==> config.mk <==
export PLATFORM = sky130hd
export DESIGN_NAME = paddle_bbox_tracker
export DESIGN_NICKNAME = d
export VERILOG_FILES = /design/src/rtl/paddle_bbox_tracker.sv
export SDC_FILE = /design/constraint.sdc
export NUM_CORES = 1
export LEC_CHECK = 0
export BUFFER_PORTS_ARGS = -buffer_cell sky130_fd_sc_hd__buf_2
export CORE_MARGIN = 4
export CORE_UTILIZATION = 45
export CTS_BUF_LIST = sky130_fd_sc_hd__clkbuf_4
export DETAILED_ROUTE_END_ITERATION = 12
export GPL_TIMING_DRIVEN = 1
export PLACE_DENSITY_LB_ADDON = 0.25
export SLEW_MARGIN = 20
export SYNTH_ARGS = -nofsm -noshare
export SYNTH_HDL_FRONTEND = slang
export SYNTH_SLANG_ARGS = --single-unit
==> constraint.sdc <==
create_clock -name clk_i -period 5.6 [get_ports clk_i]
set_input_delay 0.28 -clock clk_i [delete_from_list [all_inputs] [get_ports clk_i]]
set_output_delay 0.28 -clock clk_i [all_outputs]
set_load 0.05 [all_outputs]
==> src/rtl/paddle_bbox_tracker.sv <==
// paddle_bbox_tracker
//   Per-frame localizer for two mask colors. Walks a raster-order stream of
//   valid pixels, tracks column/row, and keeps per-color bounding box and
//   pixel count. On the last pixel of the frame it publishes found flag,
//   box, center and count for each color and pulses result_valid_o.
//
// Ports (color 1 = colorEncoding_i[1], color 2 = colorEncoding_i[0]):
//   clk_i            pixel clock
//   rst_n_i          asynchronous active-low reset
//   colorEncoding_i  mask bits of the current pixel
//   in_valid_i       pixel qualifier
//   sof_i            start of frame, marks pixel (0,0), only with in_valid_i
//   result_valid_o   one-cycle pulse, results updated on the preceding edge
//   found_c_o        count_c >= MIN_PIXELS
//   xmin/xmax/ymin/ymax_c_o  bounding box (0 when not found)
//   xcenter/ycenter_c_o      (min+max)>>1 (0 when not found)
//   count_c_o        saturating pixel count of color c in the frame
//
// state  | meaning
// IDLE   | waiting for an sof pixel, all other pixels ignored
// ACTIVE | accumulating the current frame
module paddle_bbox_tracker #(
    parameter int H_ACTIVE   = 640,
    parameter int V_ACTIVE   = 480,
    parameter int X_WIDTH    = 10,
    parameter int Y_WIDTH    = 10,
    parameter int CNT_WIDTH  = 19,
    parameter int MIN_PIXELS = 16
) (
    input  logic                 clk_i,
    input  logic                 rst_n_i,
    input  logic [1:0]           colorEncoding_i,
    input  logic                 in_valid_i,
    input  logic                 sof_i,
    output logic                 result_valid_o,
    output logic                 found_1_o,
    output logic [X_WIDTH-1:0]   xmin_1_o,
    output logic [X_WIDTH-1:0]   xmax_1_o,
    output logic [Y_WIDTH-1:0]   ymin_1_o,
    output logic [Y_WIDTH-1:0]   ymax_1_o,
    output logic [X_WIDTH-1:0]   xcenter_1_o,
    output logic [Y_WIDTH-1:0]   ycenter_1_o,
    output logic [CNT_WIDTH-1:0] count_1_o,
    output logic                 found_2_o,
    output logic [X_WIDTH-1:0]   xmin_2_o,
    output logic [X_WIDTH-1:0]   xmax_2_o,
    output logic [Y_WIDTH-1:0]   ymin_2_o,
    output logic [Y_WIDTH-1:0]   ymax_2_o,
    output logic [X_WIDTH-1:0]   xcenter_2_o,
    output logic [Y_WIDTH-1:0]   ycenter_2_o,
    output logic [CNT_WIDTH-1:0] count_2_o
);

    localparam logic [X_WIDTH-1:0]   X_LAST  = X_WIDTH'(H_ACTIVE - 1);
    localparam logic [Y_WIDTH-1:0]   Y_LAST  = Y_WIDTH'(V_ACTIVE - 1);
    localparam logic [CNT_WIDTH-1:0] CNT_MIN = CNT_WIDTH'(MIN_PIXELS);

    typedef enum logic {S_IDLE, S_ACTIVE} state_e;

    state_e state_q, state_d;

    // Coordinates of the most recently accepted pixel.
    logic [X_WIDTH-1:0] x_q;
    logic [Y_WIDTH-1:0] y_q;
    logic [X_WIDTH-1:0] cur_x;
    logic [Y_WIDTH-1:0] cur_y;

    logic start, accept, last;
    logic [1:0] hit;

    // Index 0 is color 1, index 1 is color 2.
    logic [1:0][CNT_WIDTH-1:0] cnt_q,  cnt_d;
    logic [1:0][X_WIDTH-1:0]   xmin_q, xmin_d, xmax_q, xmax_d;
    logic [1:0][Y_WIDTH-1:0]   ymin_q, ymin_d, ymax_q, ymax_d;
    logic [1:0][X_WIDTH:0]     xsum;
    logic [1:0][Y_WIDTH:0]     ysum;

    logic [1:0]                res_found_q;
    logic [1:0][X_WIDTH-1:0]   res_xmin_q, res_xmax_q, res_xc_q;
    logic [1:0][Y_WIDTH-1:0]   res_ymin_q, res_ymax_q, res_yc_q;
    logic [1:0][CNT_WIDTH-1:0] res_cnt_q;
    logic                      result_valid_q;

    assign hit = {colorEncoding_i[0], colorEncoding_i[1]};

    always_comb begin
        start  = in_valid_i & sof_i;
        accept = in_valid_i & ((state_q == S_ACTIVE) | sof_i);

        if (start) begin
            cur_x = '0;
            cur_y = '0;
        end else if (x_q == X_LAST) begin
            cur_x = '0;
            cur_y = y_q + Y_WIDTH'(1);
        end else begin
            cur_x = x_q + X_WIDTH'(1);
            cur_y = y_q;
        end

        last = accept & (cur_x == X_LAST) & (cur_y == Y_LAST);

        state_d = state_q;
        if (last) begin
            state_d = S_IDLE;
        end else if (start) begin
            state_d = S_ACTIVE;
        end
    end

    // Next accumulator values assuming the current pixel is accepted; an sof
    // pixel starts from the cleared values and still contributes itself.
    always_comb begin
        cnt_d  = cnt_q;
        xmin_d = xmin_q;
        xmax_d = xmax_q;
        ymin_d = ymin_q;
        ymax_d = ymax_q;
        xsum   = '0;
        ysum   = '0;
        for (int c = 0; c < 2; c++) begin
            if (start) begin
                cnt_d[c]  = '0;
                xmin_d[c] = '1;
                xmax_d[c] = '0;
                ymin_d[c] = '1;
                ymax_d[c] = '0;
            end
            if (hit[c]) begin
                if (cnt_d[c] != '1) begin
                    cnt_d[c] = cnt_d[c] + CNT_WIDTH'(1);
                end
                if (cur_x < xmin_d[c]) xmin_d[c] = cur_x;
                if (cur_x > xmax_d[c]) xmax_d[c] = cur_x;
                if (cur_y < ymin_d[c]) ymin_d[c] = cur_y;
                if (cur_y > ymax_d[c]) ymax_d[c] = cur_y;
            end
            xsum[c] = {1'b0, xmin_d[c]} + {1'b0, xmax_d[c]};
            ysum[c] = {1'b0, ymin_d[c]} + {1'b0, ymax_d[c]};
        end
    end

    always_ff @(posedge clk_i or negedge rst_n_i) begin
        if (!rst_n_i) begin
            state_q <= S_IDLE;
            x_q     <= '0;
            y_q     <= '0;
            cnt_q   <= '0;
            xmin_q  <= '1;
            xmax_q  <= '0;
            ymin_q  <= '1;
            ymax_q  <= '0;
        end else begin
            state_q <= state_d;
            if (accept) begin
                x_q    <= cur_x;
                y_q    <= cur_y;
                cnt_q  <= cnt_d;
                xmin_q <= xmin_d;
                xmax_q <= xmax_d;
                ymin_q <= ymin_d;
                ymax_q <= ymax_d;
            end
        end
    end

    always_ff @(posedge clk_i or negedge rst_n_i) begin
        if (!rst_n_i) begin
            result_valid_q <= 1'b0;
            res_found_q    <= '0;
            res_xmin_q     <= '0;
            res_xmax_q     <= '0;
            res_ymin_q     <= '0;
            res_ymax_q     <= '0;
            res_xc_q       <= '0;
            res_yc_q       <= '0;
            res_cnt_q      <= '0;
        end else begin
            result_valid_q <= last;
            if (last) begin
                for (int c = 0; c < 2; c++) begin
                    res_cnt_q[c] <= cnt_d[c];
                    if (cnt_d[c] >= CNT_MIN) begin
                        res_found_q[c] <= 1'b1;
                        res_xmin_q[c]  <= xmin_d[c];
                        res_xmax_q[c]  <= xmax_d[c];
                        res_ymin_q[c]  <= ymin_d[c];
                        res_ymax_q[c]  <= ymax_d[c];
                        res_xc_q[c]    <= xsum[c][X_WIDTH:1];
                        res_yc_q[c]    <= ysum[c][Y_WIDTH:1];
                    end else begin
                        res_found_q[c] <= 1'b0;
                        res_xmin_q[c]  <= '0;
                        res_xmax_q[c]  <= '0;
                        res_ymin_q[c]  <= '0;
                        res_ymax_q[c]  <= '0;
                        res_xc_q[c]    <= '0;
                        res_yc_q[c]    <= '0;
                    end
                end
            end
        end
    end

    assign result_valid_o = result_valid_q;

    assign found_1_o   = res_found_q[0];
    assign xmin_1_o    = res_xmin_q[0];
    assign xmax_1_o    = res_xmax_q[0];
    assign ymin_1_o    = res_ymin_q[0];
    assign ymax_1_o    = res_ymax_q[0];
    assign xcenter_1_o = res_xc_q[0];
    assign ycenter_1_o = res_yc_q[0];
    assign count_1_o   = res_cnt_q[0];

    assign found_2_o   = res_found_q[1];
    assign xmin_2_o    = res_xmin_q[1];
    assign xmax_2_o    = res_xmax_q[1];
    assign ymin_2_o    = res_ymin_q[1];
    assign ymax_2_o    = res_ymax_q[1];
    assign xcenter_2_o = res_xc_q[1];
    assign ycenter_2_o = res_yc_q[1];
    assign count_2_o   = res_cnt_q[1];

endmodule

=== Word level (Yosys, flattened, before mapping) ===
Cells that the tools add are included.

* Bits in registers: 300
* Latch bits: 0
* Bits in writable memories: 0
* Bits in read-only memories: 0
* Input bits: 6
* Output and inout bits: 161
* Logic and storage cells: 108
* Memories: 0

* $add $sub $neg: 8
* Multipliers: 0
* Div/mod/pow operators: 0
* Order comparisons: 10
* Equality and inequality tests: 5
* Shift operators: 0
* Mux-type cells: 50
* Bitwise gates (word level): 5
* Reductions and logical operators: 1

{| class="wikitable"
|+ Operators by type and width
! operator !! count
|-
| 2-to-1 mux 10 bit || 40
|-
| 2-to-1 mux 19 bit || 6
|-
| adder 10 x 10 -> 11 bit || 4
|-
| greater-than comparator 10 bit || 4
|-
| less-than comparator 10 bit || 4
|-
| adder 19 x 1 -> 19 bit (second input constant) || 2
|-
| greater-or-equal comparator 19 x 5 -> 1 bit (second input constant) || 2
|-
| inequality test 19 bit (second input constant) || 2
|-
| adder 10 x 1 -> 10 bit (second input constant) || 2
|-
| equality test 10 bit (second input constant) || 2
|-
| equality test 10 x 9 -> 1 bit (second input constant) || 1
|-
| bitwise AND 1 bit || 4
|-
| 2-to-1 mux 1 bit || 4
|-
| nonzero test 2 bit || 1
|-
| bitwise OR 1 bit || 1
|}

=== Depth between registers and ports, before layout ===
* Depth after elaboration: 8
* Mapped depth: 30
* Gate-level depth less buffers: 28

=== Least setup slack after synthesis ===
No wires, ideal clock.

* Path type: register to register
* From: reg x_q[7]
* To: reg res_yc_q, in the netlist ycenter_2_o[9]
* Setup time: 0.127 ns
* Arrival: 5.365 ns
* Data required time: 5.473 ns
* Slack: 0.108 ns
* Cell stages (with the launch flop): 27
* Path buffers: 1
* Clock period less this slack: 5.492 ns
* Cell sequence: dfrtp_1 -> or3b_4 -> nor3_4 -> and4_4 -> nand3_1 -> xnor2_1 -> nand2_1 -> inv_1 -> ha_1 -> a211o_1 -> a21oi_1 -> o21ai_0 -> a221oi_1 -> nand2_1 -> clkbuf_1 -> o21ai_0 -> inv_1 -> fa_1 -> a21o_1 -> a21oi_1 -> o21bai_1 -> a21oi_1 -> o21ai_0 -> a21oi_1 -> o21bai_1 -> a21oi_1 -> o21ai_0

{| class="wikitable"
|+ RTL lines
! element !! RTL line !! RTL
|-
| start: declaration || 63 || <nowiki>logic [X_WIDTH-1:0] x_q;</nowiki>
|-
| start signal: assignment || 156 || <nowiki>x_q <= cur_x;</nowiki>
|-
| end signal: indexed assignment || 190 || <nowiki>res_yc_q[c] <= ysum[c][Y_WIDTH:1];</nowiki>
|-
| end: declaration || 80 || <nowiki>logic [1:0][Y_WIDTH-1:0] res_ymin_q, res_ymax_q, res_yc_q;</nowiki>
|}

=== Worst setup path in the final report ===
* From: reg x_q[7]
* To: reg res_yc_q, in the netlist ycenter_1_o[9]

* Cells in the longest elaborated chain, start to end: 8
* Elaborated cells on any way between the ends: 18
* Classes of those cells: add/sub (2); order compare (2); eq/ne (3); mux (9); bitwise (2)

{| class="wikitable"
|+ Ends and longest elaborated chain
! element !! RTL line !! RTL
|-
| equality test 10 bit * || 93 || <nowiki>end else if (x_q == X_LAST) begin</nowiki>
|-
| 2-to-1 mux 10 bit * || 93 ||
|-
| 2-to-1 mux 10 bit * || 90 || <nowiki>if (start) begin</nowiki>
|-
| named net cur_y[8] || 66 || <nowiki>logic [Y_WIDTH-1:0] cur_y;</nowiki>
|-
| less-than comparator 10 bit or greater-than comparator 10 bit (tied branches) || 135, 136 ||
|-
| 2-to-1 mux 10 bit, on equally long branches || 135, 136 ||
|-
| 2-to-1 mux 10 bit || 129 || <nowiki>if (hit[c]) begin</nowiki>
|-
| adder 10 x 10 -> 11 bit || 139 || <nowiki>ysum[c] = {1'b0, ymin_d[c]} + {1'b0, ymax_d[c]};</nowiki>
|-
| 2-to-1 mux 10 bit || 183 || <nowiki>if (cnt_d[c] >= CNT_MIN) begin</nowiki>
|}

Mark *: on every way through the listed nets, which the timed path passes. The rest lies on a longest branch.
A chain may end at the register's enable or synchronous reset.

==> impl_metrics.toml <==
[status]
outcome = "completed"

[timing]
finalSetupTns_ns = 0
setup_viol = 0
period_share_pct = 94.2
finClkSkew_ns = 0.0393
finalCriticalPeriod_ns = 5.27
finalMaxSlewViolations = 0
worst_pin_slew_ns = 0.911
slew_headroom_pct = 39.3
timing.fmax_mhz = 190
hold_viol = 0

[flow_run]
maxCapViolCount = 0

[route]
vias = 15200
ant_nets = 0
viasPerCell = 5.29
wl_per_cell_um = 17.0
drt_iter0_drc = 840
drc = 0
wirelength_um = 48600
firstDrtPassIters = 5

[critical_path]
cp_num_buf_inv = 3
start_kind = "flip-flop"
cp_slowest_stage_delay_ns = 0.43
crit_arrival_ns = 5.92
path_delay_family = "simple AND/OR/NAND/NOR gates"
regToRegStartpoint = "x_q[7]"
cp.required_ns = 6.25
worstPathMaxFanout = 7
critical_path_class = "reg2reg"
reg2reg_depth = 27
r2r-end = "ycenter_1_o[9]"
cp-end-kind = "flip-flop"
r2r_slack_ns = 0.33
crit_slowest_cell = "or3b_4"

[cells_and_area]
layout-drive-gt1-share_pct = 23.2
fin_util_pct = 54.3
nNetsFinal = 2407
fillCellCount = 3603
syn2layout_area_growth_pct = 19.1

[die]
rows = 71
die-width_um = 203
io_pins = 167
die_h_um = 203
die-area_mm2 = 0.0414
start_util_pct = 45.6
coreArea_mm2 = 0.0377

[logic_synthesis]
synthCells = 2010
async_flop_share_pct = 100
synth_top_flop_cell = "dfrtp_1"
yosysWarnings = 0
synth_nets = 2136
ys_seq_elements = 300
yosysUniqueCellTypes = 75
postSynthAreaPerCell_um2 = 8.55
synth-edff-count = 0
synthesis.area_mm2 = 0.0172
seq_area_frac_synth_pct = 44.0

[clock_tree]
cts_tree = "built"
cts_root_buf = "clkbuf_4"
clk_latency_ns = 0.77
numCtsBuffers = 83
clock-sinks = 300
clk_pin_slew_ns = 0.07
cts_max_level = 3
clock_path_buffers = 3

[pwr]
ir_worst_vdd_mv = 0.176
power.total_w = 0.00599
powerDensity_mw_per_mm2 = 293
leakage_nw = 10.5

[grt]
grt_pass1_vias = 14800
grt_max_degree = 129
track_usage_pct = 23.4
gr-total-overflow = 0
grt_pass1_wl_um = 78700
antenna_found_initial = 1

[placed_design]
portBuffers = 166
gp_congestion = 0.910
hpwl_um = 34500

[worst_hold_path]
hp-start = "in_valid_i"
worstHoldPathCells = 5
hold_class = "in2reg"
min_to = "xmin_q[0]"
==> flip-flops by register name, summed over array words and instances, names as in the netlist, 19 cells and up <==
register and cells:
cnt_q 38, xmax_q 20, xmin_q 20, ymax_q 20, ymin_q 20, count_1_o 19, count_2_o 19
==> per-stage QoR <==
| step | worst slack [ns] | cells | hold WS [ns] | area (um^2) |
|---|---|---|---|---|
| after floorplan | 0.108 | 2010 | -0.0156 | 17200 |
| after global placement | 0.195 | 2691 | 0.211 | 19000 |
| after detailed placement | 0.0274 | 2691 | 0.210 | 19000 |
| after CTS | 0.00996 | 2852 | 0.0990 | 20200 |
| after global routing | -0.00655 | 2862 | 0.182 | 20500 |
| final | 0.327 | 2862 | 0.171 | 20500 |
==> power breakdown <==
group          internal [W]  switching, W  total [W]
clock network       0.00113      0.000976    0.00211
registers           0.00233     0.0000867    0.00242
logic              0.000583      0.000883    0.00147
==> routing by layer <==
metal	track usage, %	wire length, um	up-vias
met2	37.7	22700	361
met1	32.3	22600	7267
met5	0	0	-
li1	-	-	7461
met4	6.99	840	0
met3	4.60	2470	63
==> tightest hold or removal path, cell delays in order <==
cell and delay, ns:
buf_2 0.12, and2_0 0.18, buf_4 0.22, nand2_1 0.08, a32oi_1 0.04
==> cell type report <==
cell class                      count  area, um^2  share of cell area [%]
Antenna cell                        1        2.50                  0.0122
Multi-Input combinational cell   1496        8940                    43.7
Clock inverter                     27         169                   0.825
Clock buffer                      127         953                    4.66
Timing Repair Buffer              283        1760                    8.61
Sequential cell                   300        7560                    36.9
Inverter                          117         447                    2.18
Tap cell                          511         639                    3.12
==> how the worst max path moves through the flow <==
stage / start / endpoint / slack, ns / cells past startpoint
floorplan: x_q[7] / ycenter_2_o[9] / 0.11 / 26
global placement: x_q[0] / ycenter_2_o[9] / 0.20 / 26
detailed placement: x_q[0] / ycenter_1_o[9] / 0.03 / 28
CTS: x_q[7] / ycenter_2_o[9] / 0.01 / 25
global route: x_q[0] / xcenter_1_o[9] / -0.007 / 25
finish: x_q[7] / ycenter_1_o[9] / 0.33 / 27
==> what timing repair did <==
item,4_1_cts,5_1_grt
gates resized for setup,0,48
endpoints found under the hold margin,165,0
setup endpoints to repair,0,19
hold buffers,7,0
setup buffers,0,9
==> Yosys cell counts (4+ instances only) <==
| library cell | n | area (um^2) |
|---|---|---|
| mux2i_1 | 11 | 110 |
| and3_1 | 17 | 106 |
| nand4_1 | 32 | 200 |
| xor2_1 | 30 | 263 |
| a211oi_1 | 9 | 67.6 |
| or3_1 | 6 | 37.5 |
| o21ai_2 | 20 | 175 |
| and4_1 | 8 | 70.1 |
| nor3_1 | 18 | 90.1 |
| buf_4 | 7 | 52.6 |
| a32o_1 | 4 | 40.0 |
| a22o_1 | 5 | 43.8 |
| fa_1 | 4 | 80.1 |
| inv_1 | 116 | 435 |
| a31oi_1 | 8 | 50.1 |
| xnor2_1 | 50 | 438 |
| o21bai_1 | 8 | 60.1 |
| buf_1 | 8 | 30.0 |
| o31ai_1 | 7 | 52.6 |
| a21o_1 | 24 | 180 |
| or2_2 | 8 | 50.1 |
| clkbuf_2 | 4 | 20.0 |
| o211ai_1 | 5 | 37.5 |
| clkbuf_1 | 62 | 233 |
| nor2_1 | 179 | 672 |
| nand2_1 | 389 | 1460 |
| and2_1 | 15 | 93.8 |
| ha_1 | 116 | 1450 |
| mux2_2 | 8 | 90.1 |
| o21ai_0 | 215 | 1080 |
| nand2b_1 | 11 | 68.8 |
| o21ai_1 | 40 | 200 |
| o21a_1 | 6 | 45.0 |
| nor4_1 | 9 | 56.3 |
| nor2b_1 | 4 | 25.0 |
| a21oi_1 | 142 | 711 |
| nand3_1 | 43 | 215 |
| buf_2 | 13 | 65.1 |
| dfrtp_1 | 260 | 6510 |
| dfstp_2 | 40 | 1050 |
==> cell usage in the layout (no fill, tap or decap), types with 17 or more instances in the layout <==
cell type / instances
a21o_1: 24
a21oi_1: 132
and3_1: 17
buf_2: 165
buf_4: 108
clkbuf_4: 127
clkinv_1: 17
dfrtp_1: 260
dfstp_2: 40
ha_1: 115
inv_1: 113
nand2_1: 387
nand3_1: 43
nand4_1: 32
nor2_1: 174
o21ai_0: 207
o21ai_1: 44
o21ai_2: 24
xnor2_1: 50
xor2_1: 30
==> cells by family after synthesis <==
group                    Yosys count  share of synthesized area (%)
multiplexers                      19                           1.16
flip-flops                       300                           44.0
AND/OR/NAND/NOR                  757                           19.4
buffers and inverters            214                           5.08
adder cells (fa/ha/maj)          120                           8.91
AO/OA/AOI/OAI                    520                           17.5
XOR/XNOR                          80                           4.08
(Power assumes the default switching activity.)
